### config.mk
export PLATFORM = sky130hd
export DESIGN_NAME = data_mem_lsu
export DESIGN_NICKNAME = d
export VERILOG_FILES = /design/src/rtl/data_mem_lsu.sv
export SDC_FILE = /design/constraint.sdc
export NUM_CORES = 1
export LEC_CHECK = 0
export CAP_MARGIN = 25
export CORE_UTILIZATION = 43
export DETAILED_ROUTE_END_ITERATION = 8
export PLACE_DENSITY = 0.82
export SLEW_MARGIN = 0
export SYNTH_ARGS = -nofsm -noshare
export SYNTH_HDL_FRONTEND = slang
export SYNTH_SLANG_ARGS = --single-unit
### constraint.sdc
create_clock -name clk -period 2.8 [get_ports clk]
set_input_delay 0.42 -clock clk [delete_from_list [all_inputs] [get_ports clk]]
set_output_delay 0.42 -clock clk [all_outputs]
set_load 0.03 [all_outputs]
### src/rtl/data_mem_lsu.sv
// Purpose: byte-addressed load/store unit in front of a word-wide data RAM without byte enables.
// Latency: SW and errors respond 1 cycle after accept; loads, SB and SH respond 2 cycles after accept.
// Backpressure: req_ready is high only in IDLE; resp_valid is a single-cycle pulse with no backpressure.
module data_mem_lsu #(
  parameter int DATA_WIDTH = 32,
  parameter int ADDR_WIDTH = 8
) (
  input  logic                  clk,
  input  logic                  rst_n,
  input  logic                  req_valid,
  output logic                  req_ready,
  input  logic                  req_we,
  input  logic [2:0]            req_funct3,
  input  logic [31:0]           req_addr,
  input  logic [DATA_WIDTH-1:0] req_wdata,
  output logic                  resp_valid,
  output logic                  resp_err,
  output logic [DATA_WIDTH-1:0] resp_rdata,
  output logic [ADDR_WIDTH-1:0] mem_addr,
  output logic [DATA_WIDTH-1:0] mem_data_in,
  output logic                  mem_we,
  input  logic [DATA_WIDTH-1:0] mem_data_out
);

  typedef enum logic [1:0] {IDLE, LD_DATA, ST_MERGE} state_t;

  state_t                  r_state, w_next;
  logic [1:0]              r_off;
  logic [2:0]              r_funct3;
  logic [ADDR_WIDTH-1:0]   r_addr;
  logic [DATA_WIDTH-1:0]   r_wdata;
  logic                    r_resp_valid, r_resp_err;
  logic [DATA_WIDTH-1:0]   r_resp_rdata;

  logic [ADDR_WIDTH-1:0]   w_idx;
  logic [1:0]              w_off;
  logic                    w_fire, w_legal, w_misal, w_err, w_is_sw;
  logic [7:0]              w_byte;
  logic [15:0]             w_half;
  logic [DATA_WIDTH-1:0]   w_load, w_merge;
  logic                    w_unused_addr;

  // Address bits above the RAM depth wrap, so they are intentionally ignored.
  assign w_unused_addr = ^req_addr[31:ADDR_WIDTH+2];

  assign w_idx     = req_addr[ADDR_WIDTH+1:2];
  assign w_off     = req_addr[1:0];
  assign req_ready = (r_state == IDLE) && rst_n;
  assign w_fire    = req_valid && req_ready;
  assign w_is_sw   = req_we && (req_funct3 == 3'b010);

  // Decode legality and alignment of the incoming request.
  always_comb begin
    w_legal = 1'b0;
    w_misal = 1'b0;
    if (req_we) begin
      w_legal = (req_funct3 == 3'b000) || (req_funct3 == 3'b001) || (req_funct3 == 3'b010);
    end else begin
      w_legal = (req_funct3 == 3'b000) || (req_funct3 == 3'b001) || (req_funct3 == 3'b010) ||
                (req_funct3 == 3'b100) || (req_funct3 == 3'b101);
    end
    if (req_funct3[1:0] == 2'b01) w_misal = w_off[0];
    if (req_funct3[1:0] == 2'b10) w_misal = (w_off != 2'b00);
    w_err = !w_legal || w_misal;
  end

  // Extract and extend the addressed byte/half from the word the RAM returned.
  always_comb begin
    w_byte = mem_data_out[{r_off, 3'b000} +: 8];
    w_half = r_off[1] ? mem_data_out[31:16] : mem_data_out[15:0];
    case (r_funct3)
      3'b000:  w_load = {{24{w_byte[7]}}, w_byte};
      3'b001:  w_load = {{16{w_half[15]}}, w_half};
      3'b100:  w_load = {24'h000000, w_byte};
      3'b101:  w_load = {16'h0000, w_half};
      default: w_load = mem_data_out;
    endcase
  end

  // Splice the store byte/half into the old word so untouched bytes survive the RMW.
  always_comb begin
    w_merge = mem_data_out;
    if (r_funct3 == 3'b000) w_merge[{r_off, 3'b000} +: 8] = r_wdata[7:0];
    else                    w_merge[{r_off[1], 4'b0000} +: 16] = r_wdata[15:0];
  end

  // Next-state and RAM port control; all RAM writes are gated by reset.
  always_comb begin
    w_next      = r_state;
    mem_addr    = w_idx;
    mem_data_in = req_wdata;
    mem_we      = 1'b0;
    case (r_state)
      IDLE: begin
        if (w_fire && !w_err) begin
          if (w_is_sw)     mem_we = rst_n;
          else if (req_we) w_next = ST_MERGE;
          else             w_next = LD_DATA;
        end
      end
      LD_DATA: w_next = IDLE;
      ST_MERGE: begin
        mem_addr    = r_addr;
        mem_data_in = w_merge;
        mem_we      = rst_n;
        w_next      = IDLE;
      end
      default: w_next = IDLE;
    endcase
  end

  // State, request latches and the registered response pulse.
  always_ff @(posedge clk) begin
    if (!rst_n) begin
      r_state      <= IDLE;
      r_off        <= 2'b00;
      r_funct3     <= 3'b000;
      r_addr       <= '0;
      r_wdata      <= '0;
      r_resp_valid <= 1'b0;
      r_resp_err   <= 1'b0;
      r_resp_rdata <= '0;
    end else begin
      r_state      <= w_next;
      r_resp_valid <= 1'b0;
      r_resp_err   <= 1'b0;
      r_resp_rdata <= '0;
      if (w_fire) begin
        r_off    <= w_off;
        r_funct3 <= req_funct3;
        r_addr   <= w_idx;
        r_wdata  <= req_wdata;
        if (w_err) begin
          r_resp_valid <= 1'b1;
          r_resp_err   <= 1'b1;
        end else if (w_is_sw) begin
          r_resp_valid <= 1'b1;
        end
      end
      if (r_state == LD_DATA) begin
        r_resp_valid <= 1'b1;
        r_resp_rdata <= w_load;
      end
      if (r_state == ST_MERGE) r_resp_valid <= 1'b1;
    end
  end

  assign resp_valid = r_resp_valid;
  assign resp_err   = r_resp_err;
  assign resp_rdata = r_resp_rdata;

endmodule
==> summary by stage, run 1 <==
Floorplan
The y dimension of the die is 99.6 um. For this configuration, the core starts out at a cell density of 0.443. The floorplan has 35 rows. The core region is 9240 um^2. The die area is 9920 um^2. From left edge to right edge, the die measures 99.6 um. 179 I/O pins were placed.

Global route
The global-route wire length before repair is 22,200 um. For met2 alone, demand over resource in global routing was 0.466. After global routing, the most crowded layer is met2. For this run, global-route usage on met1 was measured as 0.344. The global-route usage over all layers is 0.286. The met3 global-route usage is 0.0668.

The number of global-route vias before repair is 4,400. The aggregate global routing overflow is 0. The number of antenna violations at the first check in global routing is 0. Entering global routing, the biggest net connects 40 pins.

Finish
The final instance count without filler cells is 789. The count of fill cells added during filler insertion is 757. The library cell used most frequently in the layout, excluding fill and tap cells, is sky130_fd_sc_hd__nand2_1. The signed area change from the synthesized netlist to the final layout is 47.1%. In the final layout, the share of cells above drive strength 1 is 0.164. The repair_antennas step left the layout with diodes totalling 0. In the layout the commonest cells are sky130_fd_sc_hd__nand2_1, sky130_fd_sc_hd__clkdlybuf4s50_1, sky130_fd_sc_hd__dfxtp_1.

The finished cells cover 6020 um^2. After the last flow step, the layout net total stands at 763.

Logic synthesis
The fraction of registers with async set/reset is 0. The leading register cell type out of synthesis is sky130_fd_sc_hd__dfxtp_1. After synthesis, the largest family of logic cells by area is compound AO/OA/AOI/OAI gates. Of the total synthesized cell area, the portion taken by XOR and XNOR cells is 0. The post-synthesis sequential area ratio is 0.318.

The synthesized-area fraction occupied by ao, oa, aoi and oai cells is 0.293. Synthesis produced a netlist whose cell count is 520. The register bit count reported by yosys is 65. The adder-cell area share of the yosys netlist is 0.0153. sky130_fd_sc_hd__dfxtp_1 takes more of the synthesized area than any other cell. The total nets after synthesis is 628.

The average cell area after synthesis is 7.88 um^2. Counting flops with a built-in enable in the synthesized netlist gives 0. The share of Yosys cell area claimed by the top area cell type is 0.318. The number of warnings reported in the yosys synthesis log is 0.

The cell area after technology mapping is 4100 um^2. Of the total synthesized cell area, the portion taken by AND, OR, NAND and NOR gates is 0.212. Of the post-synthesis cell area, the part taken by muxes is 0.0935.

After synthesis, the cell types taking the most area are sky130_fd_sc_hd__dfxtp_1, sky130_fd_sc_hd__nand2_1, sky130_fd_sc_hd__a21boi_1. The number of distinct standard cells referenced by the synthesized netlist is 45.

Critical path
The endpoint identified for the worst register-to-register timing path is resp_rdata[25]$_SDFF_PN0_. The required time at the endpoint of the critical path is 2.38 ns. The critical path goes through buf_4 > ha_1 > nor4bb_1 > buf_4 > a221oi_1 > o21ai_1 > buf_12.

The endpoint arrival time on the critical path is 2.27 ns. Counting both buffers and inverters, the worst setup path holds a total of 3. In this design, the critical path's most frequently occurring cell is sky130_fd_sc_hd__buf_4. Along the worst path, the maximum fanout reaches 25.

The reg2reg setup slack is 0.91 ns. The worst setup path is captured at an output port. The startpoint identified for the worst register-to-register timing path is r_funct3[2]$_SDFFE_PN0P_.

The largest individual stage delay along the critical path comes from the cell sky130_fd_sc_hd__dfxtp_1. On the worst path, the slowest cell contributes a delay of 0.33 ns. The kind of start point of the critical path is a flip-flop. The category of cells accounting for the largest share of critical-path delay is buffers and inverters.

The worst register-to-register path has a depth of 3. The setup path with the least slack is of type reg2out.

Clock tree
The number of clock sinks is 65. The clock tree buffer depth is 2. The clock latency of the later-clocked register in the worst-skew pair is 0.36 ns. The number of clock buffers added by TritonCTS is 9. Clock-pin slew was measured on the worst setup and hold paths at 0.08 ns. The H-tree depth is 3. The clock tree root driver cell is sky130_fd_sc_hd__clkbuf_8. In this run the post-CTS setup repair buffer count came out at 0. The CTS tree is done.

Placement
At the placement stage, the worst setup path has a slack of 0.326 ns. At the end of routability-driven placement, the weighted congestion stood at 0.984. The number of placed instances, taps included, is 773. Summed over all nets, the half-perimeter wirelength after detailed placement is 10,500 um.

The number of buffers inserted by port buffering is 156. The placed instance area is 5800 um^2.

Route
The final antenna-violating net count is 0. The number of search-and-repair iterations in the first detailed-routing pass is 5. The routed wire length is 14,100 um.

For this run, design rule violations remaining after detail routing come to 0. The detailed router finished its first iteration with 413 violations. The final route contains 4,588 vias.

The detail-routed net length per standard cell is 17.9 um. The detail-routed via count per cell is 5.81.

Timing
The number of setup violations in the final report is 0. The worst setup margin is 0.110 ns. The final-report max-slew violation count is 0. The final setup TNS is 0 ns. Setup repair after global routing left no endpoint under its margin.

The headroom to the max-slew limit is 0.548. For the pin with the worst max-slew slack, the measured transition is 0.678 ns. Hold timing on the final database bottoms out at a slack of 0.455 ns. The worst setup skew after layout is 0.0106 ns. The number of hold-slack violations in the final timing report is 0. The post-route minimum period is 2.69 ns. In the finished design, the share of the clock period the worst path needs comes to 0.961. The top achievable clock speed is 372 MHz.

Min path
Counting instances, the worst hold path has a depth of 2. The worst hold path begins at r_addr[2]$_SDFFE_PN0P_. In this run the worst hold path is classified as reg2reg.

The destination of the worst hold path is r_addr[2]$_SDFFE_PN0P_.

Pwr
The highest ir drop seen on vdd is 0.262 mV. The cell leakage power is 2.35 nW. In this run the power density over the cells is 426 nW/um^2.

Flow run
Across the run, the number of max-cap violations was 0.

Run status
The run finished with clean final reports.
-- report_power, final --
part / internal [mW] / switching, mW
clock: 0.501 / 0.401
sequential: 0.950 / 0.0229
combinational: 0.315 / 0.377
-- cell families after synthesis --
group,count (synthesis)
mux,34
fa+ha+maj,5
simple gates,191
compound gates,156
buf+inv,69
flops,65
-- per-layer routing --
layer	vias to the layer above	wire (um)
li1	2120	-
met1	2134	5540
met2	278	6460
met3	56	1400
met4	0	694
met5	-	0
-- state kept, by name, summed over array words and instances (netlist names) --
signal,flops
r_addr,8
resp_rdata,32
r_wdata,16
r_funct3,3
r_state,2
resp_err,1
resp_valid,1
r_off,2
-- cell usage after synthesis (2+ instances only) --
library cell and instances:
sky130_fd_sc_hd__nand3_1 2, sky130_fd_sc_hd__ha_1 5, sky130_fd_sc_hd__buf_1 2, sky130_fd_sc_hd__mux2_2 16
sky130_fd_sc_hd__clkbuf_1 36, sky130_fd_sc_hd__and4b_1 3, sky130_fd_sc_hd__mux2i_1 9, sky130_fd_sc_hd__a31oi_1 6
sky130_fd_sc_hd__nor2_1 10, sky130_fd_sc_hd__o21ai_1 32, sky130_fd_sc_hd__nor3b_1 2, sky130_fd_sc_hd__a21oi_1 23
sky130_fd_sc_hd__nand2_1 142, sky130_fd_sc_hd__buf_2 7, sky130_fd_sc_hd__a221o_1 9, sky130_fd_sc_hd__o221ai_1 8
sky130_fd_sc_hd__a21boi_1 29, sky130_fd_sc_hd__nand3b_1 8, sky130_fd_sc_hd__inv_1 21, sky130_fd_sc_hd__nor2b_1 3
sky130_fd_sc_hd__or3_1 3, sky130_fd_sc_hd__mux2_1 8, sky130_fd_sc_hd__buf_6 2, sky130_fd_sc_hd__a31oi_2 10
sky130_fd_sc_hd__a221oi_1 17, sky130_fd_sc_hd__nor4bb_1 3, sky130_fd_sc_hd__o21ai_0 7, sky130_fd_sc_hd__dfxtp_1 65
sky130_fd_sc_hd__nand2b_1 9, sky130_fd_sc_hd__o221ai_2 8
-- final cells by class --
type / instances / area, um^2 / share of cell area
clock inverters: 7 / 95.1 / 0.0158
repair buffers: 171 / 1740 / 0.289
multi-input cells: 386 / 2520 / 0.418
flip-flops and latches: 65 / 1300 / 0.216
inverters: 22 / 82.6 / 0.0137
well taps: 129 / 161 / 0.0268
clock buffers: 9 / 124 / 0.0206
-- worst register-to-register path, stage by stage (launching register included) --
cell and delay, ns:
sky130_fd_sc_hd__dfxtp_1 0.38, sky130_fd_sc_hd__or3_4 0.48, sky130_fd_sc_hd__or3_1 0.69, sky130_fd_sc_hd__a31oi_2 0.28
-- how the worst max path moves through the flow --
stage / start / endpoint / slack, ns / cells after the start
after floorplan: r_off[0]$_SDFFE_PN0P_ / mem_data_in[24] / 0.08 / 8
after detailed placement: r_state[1]$_SDFFE_PN0P_ / mem_data_in[22] / 0.33 / 5
after global routing: r_off[1]$_SDFFE_PN0P_ / mem_data_in[24] / 0.0002 / 7
final: r_off[1]$_SDFFE_PN0P_ / mem_data_in[24] / 0.11 / 7
after CTS: r_state[1]$_SDFFE_PN0P_ / mem_data_in[22] / 0.08 / 5
after global placement: r_state[1]$_SDFFE_PN0P_ / mem_data_in[22] / 0.42 / 5
-- repair_timing --
action | 4_1_cts | 5_1_grt
pin swaps | 0 | 0
hold buffers | 0 | 0
gates resized for setup | 1 | 1
setup endpoints to repair | 8 | 8
-- stage by stage --
| stage | util | power (mW) |
|---|---|---|
| after floorplan | - | 1.36 |
| after global placement | 0.627 | 1.66 |
| after detailed placement | 0.627 | 1.68 |
| after CTS | 0.652 | 2.56 |
| after global routing | 0.652 | 2.66 |
| final | 0.652 | 2.57 |
(Power assumes the default switching activity.)
==> inputs of run 2 (changes only) <==
--- a/config.mk
+++ b/config.mk
@@ -9,7 +9,8 @@
 export CORE_UTILIZATION = 43
 export DETAILED_ROUTE_END_ITERATION = 8
 export PLACE_DENSITY = 0.82
-export SLEW_MARGIN = 0
+export REMOVE_ABC_BUFFERS = 1
+export SLEW_MARGIN = 20
 export SYNTH_ARGS = -nofsm -noshare
 export SYNTH_HDL_FRONTEND = slang
 export SYNTH_SLANG_ARGS = --single-unit
==> summary by stage, run 2 (same netlist as run 1, synthesis figures left out) <==
Critical path
The library cell contributing the largest single delay on the critical path is sky130_fd_sc_hd__nor4bb_1 (was sky130_fd_sc_hd__dfxtp_1). The endpoint arrival time on the critical path is 2.32 ns (was 2.27 ns). The largest incremental delay on the critical path is 0.37 ns (was 0.33 ns). The category of cells accounting for the largest share of critical-path delay is simple AND/OR/NAND/NOR gates (was buffers and inverters). The number of stages on the worst setup path is 6 (was 7). The required time at the endpoint of the critical path came to 2.38 ns (about the same). The type of the setup path with the least slack is reg2out (unchanged).

Crit-path cells: inv_1 > ha_1 > nor4bb_1 > mux2i_2 > o221ai_1 > buf_4 (was buf_4 > ha_1 > nor4bb_1 > buf_4 > a221oi_1 > o21ai_1 > buf_12). The kind of start point of the critical path was a flip-flop (unchanged). The maximum fanout count along the critical path is 8 (was 25). The worst reg-to-reg path cell count is 5 (was 3). The nature of the critical path endpoint is an output port (unchanged). The number of buffer and inverter stages on the critical path is 2 (was 3).

Route
The number of search-and-repair iterations in the first detailed-routing pass is 5 (unchanged). The routed wire length came to 13,700 um (was 14,100 um). The detail-routed via count per cell is 5.70 (was 5.81). The vias after detailed routing is 4,525 (was 4,588).

The post-route DRC violation count is 0 (unchanged). The detail-routed net length per standard cell is 17.3 um (was 17.9 um). The initial DRC count is 446 (was 413). The final antenna-violating net count came to 0 (unchanged).

Floorplan
The count of standard-cell rows is 35 (unchanged). The I/O pin count came to 179 (unchanged). The area of the core is 9240 um^2 (unchanged). The y dimension of the die was 99.6 um (unchanged).

The effective utilization at floorplan came to 0.443 (unchanged). The horizontal extent of the die came to 99.6 um (unchanged). The die area is 9920 um^2 (unchanged).

Timing
The number of hold-slack violations in the final timing report was 0 (unchanged). The post-route minimum period came to 2.74 ns (was 2.69 ns). The final-report max-slew violation count is 0 (unchanged). The top achievable clock speed came to 365 MHz (was 372 MHz). RSZ-0062 raised after global routing: no (unchanged).

The number of setup violations in the final report is 0 (unchanged). The worst setup skew after layout is 0.0104 ns (was 0.0106 ns). The final setup TNS is 0 ns (unchanged).

The worst-margin pin slew is 0.698 ns (was 0.678 ns). The headroom to the max-slew limit came to 0.529 (was 0.548). The share of the cycle needed by the critical path after routing is 0.980 (was 0.961).

Clock tree
The H-tree depth came to 3 (unchanged). The clock tree root driver cell is sky130_fd_sc_hd__clkbuf_8 (unchanged). The number of clock sinks is 65 (unchanged).

The CTS tree is done (unchanged). The hold buffer count at CTS is 0 (unchanged). The clock latency of the later-clocked register in the worst-skew pair is 0.35 ns (was 0.36 ns). The CTS buffer count is 9 (unchanged). The clock-pin transition on the worst setup and hold timing paths is 0.07 ns (was 0.08 ns).

The clock tree buffer depth came to 2 (unchanged).

Global route
The global-route wire length before repair is 21,300 um (was 22,200 um). The number of global-route vias before repair was 4,293 (was 4,400). The pin count of the biggest net entering global routing is 41 (was 40). The number of antenna violations at the first check in global routing is 0 (unchanged). The aggregate global routing overflow is 0 (unchanged). The global-route usage over all layers was 0.274 (was 0.286).

Pwr
The cell leakage power came to 2.34 nW (was 2.35 nW). The highest ir drop seen on vdd is 0.249 mV (was 0.262 mV). The total power per unit cell area is 410 nW/um^2 (was 426 nW/um^2). The total power is 2.44 mW (was 2.57 mW).

Finish
The number of flip-flops in the largest register is 32 (unchanged). The number of nets in the final layout is 770 (was 763). The most common cell after layout, fill and taps aside is sky130_fd_sc_hd__nand2_1 (unchanged).

The signed area change from the synthesized netlist to the final layout is 45.1% (was 47.1%). The fraction of layout cells with a size suffix above 1 is 0.185 (was 0.164). Most frequent cells in the layout: sky130_fd_sc_hd__nand2_1, sky130_fd_sc_hd__clkdlybuf4s50_1, sky130_fd_sc_hd__dfxtp_1 (unchanged). The final antenna diode count is 0 (unchanged).

Placement
The half-perimeter wire length after placement came to 10,100 um (was 10,500 um). The number of buffers inserted by port buffering was 156 (unchanged). The last weighted congestion value of the routability-driven placer is 0.910 (was 0.984).

Min path
The path type of the worst min-delay path is reg2reg (unchanged). The hold path depth came to 2 (unchanged).

Flow run
The max-capacitance violation count is 0 (unchanged).

Run status
Status: completed (unchanged).
## run 2: changes by cell type in the layout (fill, tap and decap cells not counted), moves of 2 or more
cell                              delta
sky130_fd_sc_hd__clkbuf_2            +7
sky130_fd_sc_hd__buf_12              -6
sky130_fd_sc_hd__clkdlybuf4s50_1     -7
sky130_fd_sc_hd__buf_4              +13
sky130_fd_sc_hd__clkinv_4            -2
## run 2: power by group
part	switching (mW)	internal, mW	leakage (nW)
logic	0.375	0.300	1.72
registers	0.0198	0.951	0.528
clock network	0.367	0.425	0.0913
## run 2: worst register-to-register path: stages, from the launching register on
cell                      delay, ns
sky130_fd_sc_hd__dfxtp_2       0.34
sky130_fd_sc_hd__buf_6         0.24
sky130_fd_sc_hd__buf_4         0.33
sky130_fd_sc_hd__mux2i_1       0.25
sky130_fd_sc_hd__or3_1         0.58
sky130_fd_sc_hd__a31oi_1       0.17
## run 2: stage by stage
stage	area [um^2]	hold slack (ns)	util	worst slack [ns]	cells
2_1_floorplan	3900	0.435	-	-0.852	473
3_3_place_gp	5780	0.441	0.625	0.155	780
3_5_place_dp	5780	0.448	0.625	0.0614	780
4_1_cts	5950	0.458	0.644	0.00305	794
5_1_grt	5940	0.472	0.643	0.0145	794
6_report	5940	0.458	0.643	0.0571	794
## run 2: area by class of cell
type                            count  area, um^2
Clock inverter                      3        42.5
Tap cell                          129         161
Inverter                           22        82.6
Fill cell                         786        3300
Sequential cell                    65        1300
Clock buffer                       11         141
Multi-Input combinational cell    386        2530
Timing Repair Buffer              178        1680
## run 2: final timing paths
kind                          start  slack [ns]                        end
max           r_off[1]$_SDFFE_PN0P_        0.06             mem_data_in[0]
min          r_addr[2]$_SDFFE_PN0P_        0.46     r_addr[2]$_SDFFE_PN0P_
max reg2reg   r_off[1]$_SDFFE_PN0P_        0.74  resp_rdata[16]$_SDFF_PN0_
min reg2reg  r_addr[2]$_SDFFE_PN0P_        0.46     r_addr[2]$_SDFFE_PN0P_
## run 2: routing by layer
layer  track usage  part of all wire  wire [um]
met1         0.331              0.41       5620
met2         0.470              0.49       6690
met3        0.0569             0.082       1120
met4         0.118             0.022        305
met5             0                 0          0
## run 2: timing repair
action | in CTS | in global routing
pin swaps | 0 | 0
endpoints found under the setup margin | 7 | 17
cloned | 0 | 0
resized for setup | 8 | 23
setup buffers | 0 | 0
==> inputs of run 3 (changes only) <==
==> constraint.sdc (replaced) <==
create_clock -name clk -period 2.8 [get_ports clk]
set_input_delay 0.28 -clock clk [delete_from_list [all_inputs] [get_ports clk]]
set_output_delay 0.28 -clock clk [all_outputs]
set_load 0.03 [all_outputs]
==> summary by stage, run 3 (same netlist as run 1, synthesis figures left out) <==
Route
The detail-routed via count per cell is 5.64 (was 5.70). The initial DRC count is 334 (was 446). The post-route DRC violation count is 0 (unchanged). The final antenna-violating net count is 0 (unchanged). The vias after detailed routing is 4,476 (was 4,525). The number of search-and-repair iterations in the first detailed-routing pass is 7 (was 5).

The detail-routed net length per standard cell is 16.9 um (was 17.3 um). The routed wire length is 13,400 um (was 13,700 um).

Floorplan
The area of the core is 9240 um^2 (unchanged). The count of standard-cell rows is 35 (unchanged). The die area is 9920 um^2 (unchanged).

The y dimension of the die is 99.6 um (unchanged). The horizontal extent of the die is 99.6 um (unchanged). The I/O pin count is 179 (unchanged). The effective utilization at floorplan is 0.443 (unchanged).

Placement
The half-perimeter wire length after placement is 9830 um (was 10,100 um). The last weighted congestion value of the routability-driven placer is 0.939 (was 0.910). The number of buffers inserted by port buffering came to 156 (unchanged).

Critical path
The type of the setup path with the least slack is reg2out (unchanged). The required time at the endpoint of the critical path was 2.52 ns (was 2.38 ns). The maximum fanout count along the critical path is 8 (unchanged).

The reg2reg setup slack is 0.79 ns (was 0.74 ns). The worst reg-to-reg path cell count is 4 (was 5). The endpoint arrival time on the critical path is 2.42 ns (was 2.32 ns). The launching point of the worst reg2reg path is r_funct3[1]$_SDFFE_PN0P_ (was r_off[1]$_SDFFE_PN0P_). The end of the worst register-to-register path is resp_rdata[17]$_SDFF_PN0_ (was resp_rdata[16]$_SDFF_PN0_). The nature of the critical path endpoint is an output port (unchanged). The kind of start point of the critical path is a flip-flop (unchanged).

Timing
The share of the cycle needed by the critical path after routing is 0.964 (was 0.980). The number of setup violations in the final report is 0 (unchanged). The post-route minimum period is 2.70 ns (was 2.74 ns).

The number of hold-slack violations in the final timing report is 0 (unchanged). The headroom to the max-slew limit is 0.560 (was 0.529). RSZ-0062 raised after global routing: no (unchanged).

The top achievable clock speed was 371 MHz (was 365 MHz). The worst-margin pin slew is 0.660 ns (was 0.698 ns). The final-report max-slew violation count is 0 (unchanged). The final setup TNS is 0 ns (unchanged).

The worst setup skew after layout was 0.0115 ns (was 0.0104 ns).

Global route
The pin count of the biggest net entering global routing is 47 (was 41). The number of global-route vias before repair is 4,352 (was 4,293). The global-route wire length before repair is 21,400 um (was 21,300 um). The number of antenna violations at the first check in global routing is 0 (unchanged). The global-route usage over all layers is 0.272 (was 0.274).

The aggregate global routing overflow is 0 (unchanged).

Clock tree
The CTS tree is done (unchanged). The hold buffer count at CTS is 0 (unchanged). The clock latency of the later-clocked register in the worst-skew pair was 0.36 ns (was 0.35 ns). The quantity of gates resized following cts is 9 (was 8).

The number of buffers inserted to repair setup after CTS is 0 (unchanged). The clock-pin transition on the worst setup and hold timing paths is 0.07 ns (about the same). The clock tree buffer depth is 2 (unchanged). The CTS buffer count is 9 (unchanged). The number of clock sinks is 65 (unchanged). The H-tree depth is 3 (unchanged).

The clock tree root driver cell is sky130_fd_sc_hd__clkbuf_8 (unchanged).

Finish
Most frequent cells in the layout: sky130_fd_sc_hd__nand2_1, sky130_fd_sc_hd__clkdlybuf4s50_1, sky130_fd_sc_hd__dfxtp_1 (unchanged). The register area is 1300 um^2 (unchanged). The most common cell after layout, fill and taps aside is sky130_fd_sc_hd__nand2_1 (unchanged). The signed area change from the synthesized netlist to the final layout is 45.6% (was 45.1%). The number of flip-flops in the largest register is 32 (unchanged). The multi-input logic area is 2520 um^2 (was 2530 um^2). The fraction of layout cells with a size suffix above 1 came to 0.158 (was 0.185). The number of nets in the final layout is 768 (was 770). The count of fill cells added during filler insertion is 825 (was 786). The final antenna diode count is 0 (unchanged).

Min path
The destination of the worst hold path is r_addr[1]$_SDFFE_PN0P_ (was r_addr[2]$_SDFFE_PN0P_). The path type of the worst min-delay path is reg2reg (unchanged). The worst min-delay path startpoint is r_addr[1]$_SDFFE_PN0P_ (was r_addr[2]$_SDFFE_PN0P_). The hold path depth is 2 (unchanged).

Pwr
The highest ir drop seen on vdd is 0.261 mV (was 0.249 mV). The cell leakage power is 2.33 nW (was 2.34 nW). The total power per unit cell area is 399 nW/um^2 (was 410 nW/um^2). The total power was 2.38 mW (was 2.44 mW).

Run status
Status: completed (unchanged).

Flow run
The max-capacitance violation count is 0 (unchanged).
-- run 3: cell type report --
class,count,area share
Clock inverter,3,0.00252
Multi-Input combinational cell,386,0.423
Timing Repair Buffer,176,0.288
Clock buffer,13,0.0266
Tap cell,129,0.0271
Inverter,22,0.0138
Sequential cell,65,0.218
-- run 3: how the worst max path moves through the flow --
stage,end,cells past startpoint,from,slack (ns)
final,mem_data_in[4],6,r_off[1]$_SDFFE_PN0P_,0.10
after floorplan,mem_data_in[24],5,r_off[1]$_SDFFE_PN0P_,-0.71
after CTS,mem_data_in[31],7,r_off[1]$_SDFFE_PN0P_,0.04
after detailed placement,mem_data_in[5],6,r_off[0]$_SDFFE_PN0P_,0.17
after global placement,mem_data_in[5],6,r_off[0]$_SDFFE_PN0P_,0.29
after global routing,mem_data_in[31],7,r_off[1]$_SDFFE_PN0P_,0.01
-- run 3: metrics by stage --
stage / instances / hold slack (ns) / util / cell area (um^2) / setup WS [ns]
detailed placement: 778 / 0.453 / 0.626 / 5780 / 0.165
CTS: 794 / 0.462 / 0.645 / 5960 / 0.0386
finish: 794 / 0.459 / 0.645 / 5960 / 0.102
global placement: 778 / 0.441 / 0.626 / 5780 / 0.288
floorplan: 473 / 0.356 / - / 3900 / -0.712
global route: 794 / 0.477 / 0.645 / 5960 / 0.0115
-- run 3: per-layer routing --
layer | wire (um) | vias up | GRT usage | share of wire
met1 | 5610 | 2113 | 0.332 | 0.42
met2 | 6550 | 210 | 0.468 | 0.49
met3 | 1010 | 24 | 0.0604 | 0.075
met5 | 0 | - | 0 | 0
met4 | 272 | 0 | 0.102 | 0.020
li1 | - | 2129 | - | -
-- run 3: report_power, final --
part | switching [mW] | internal, mW | total (mW)
Combinational | 0.371 | 0.306 | 0.676
Clock | 0.365 | 0.366 | 0.731
Sequential | 0.0207 | 0.951 | 0.972
-- run 3: worst max-delay path: stages (launching register included) --
cell	delay, ns
sky130_fd_sc_hd__dfxtp_2	0.34
sky130_fd_sc_hd__inv_1	0.09
sky130_fd_sc_hd__ha_1	0.35
sky130_fd_sc_hd__nor4bb_1	0.37
sky130_fd_sc_hd__mux2i_2	0.24
sky130_fd_sc_hd__o221ai_1	0.24
sky130_fd_sc_hd__dlygate4sd2_1	0.43
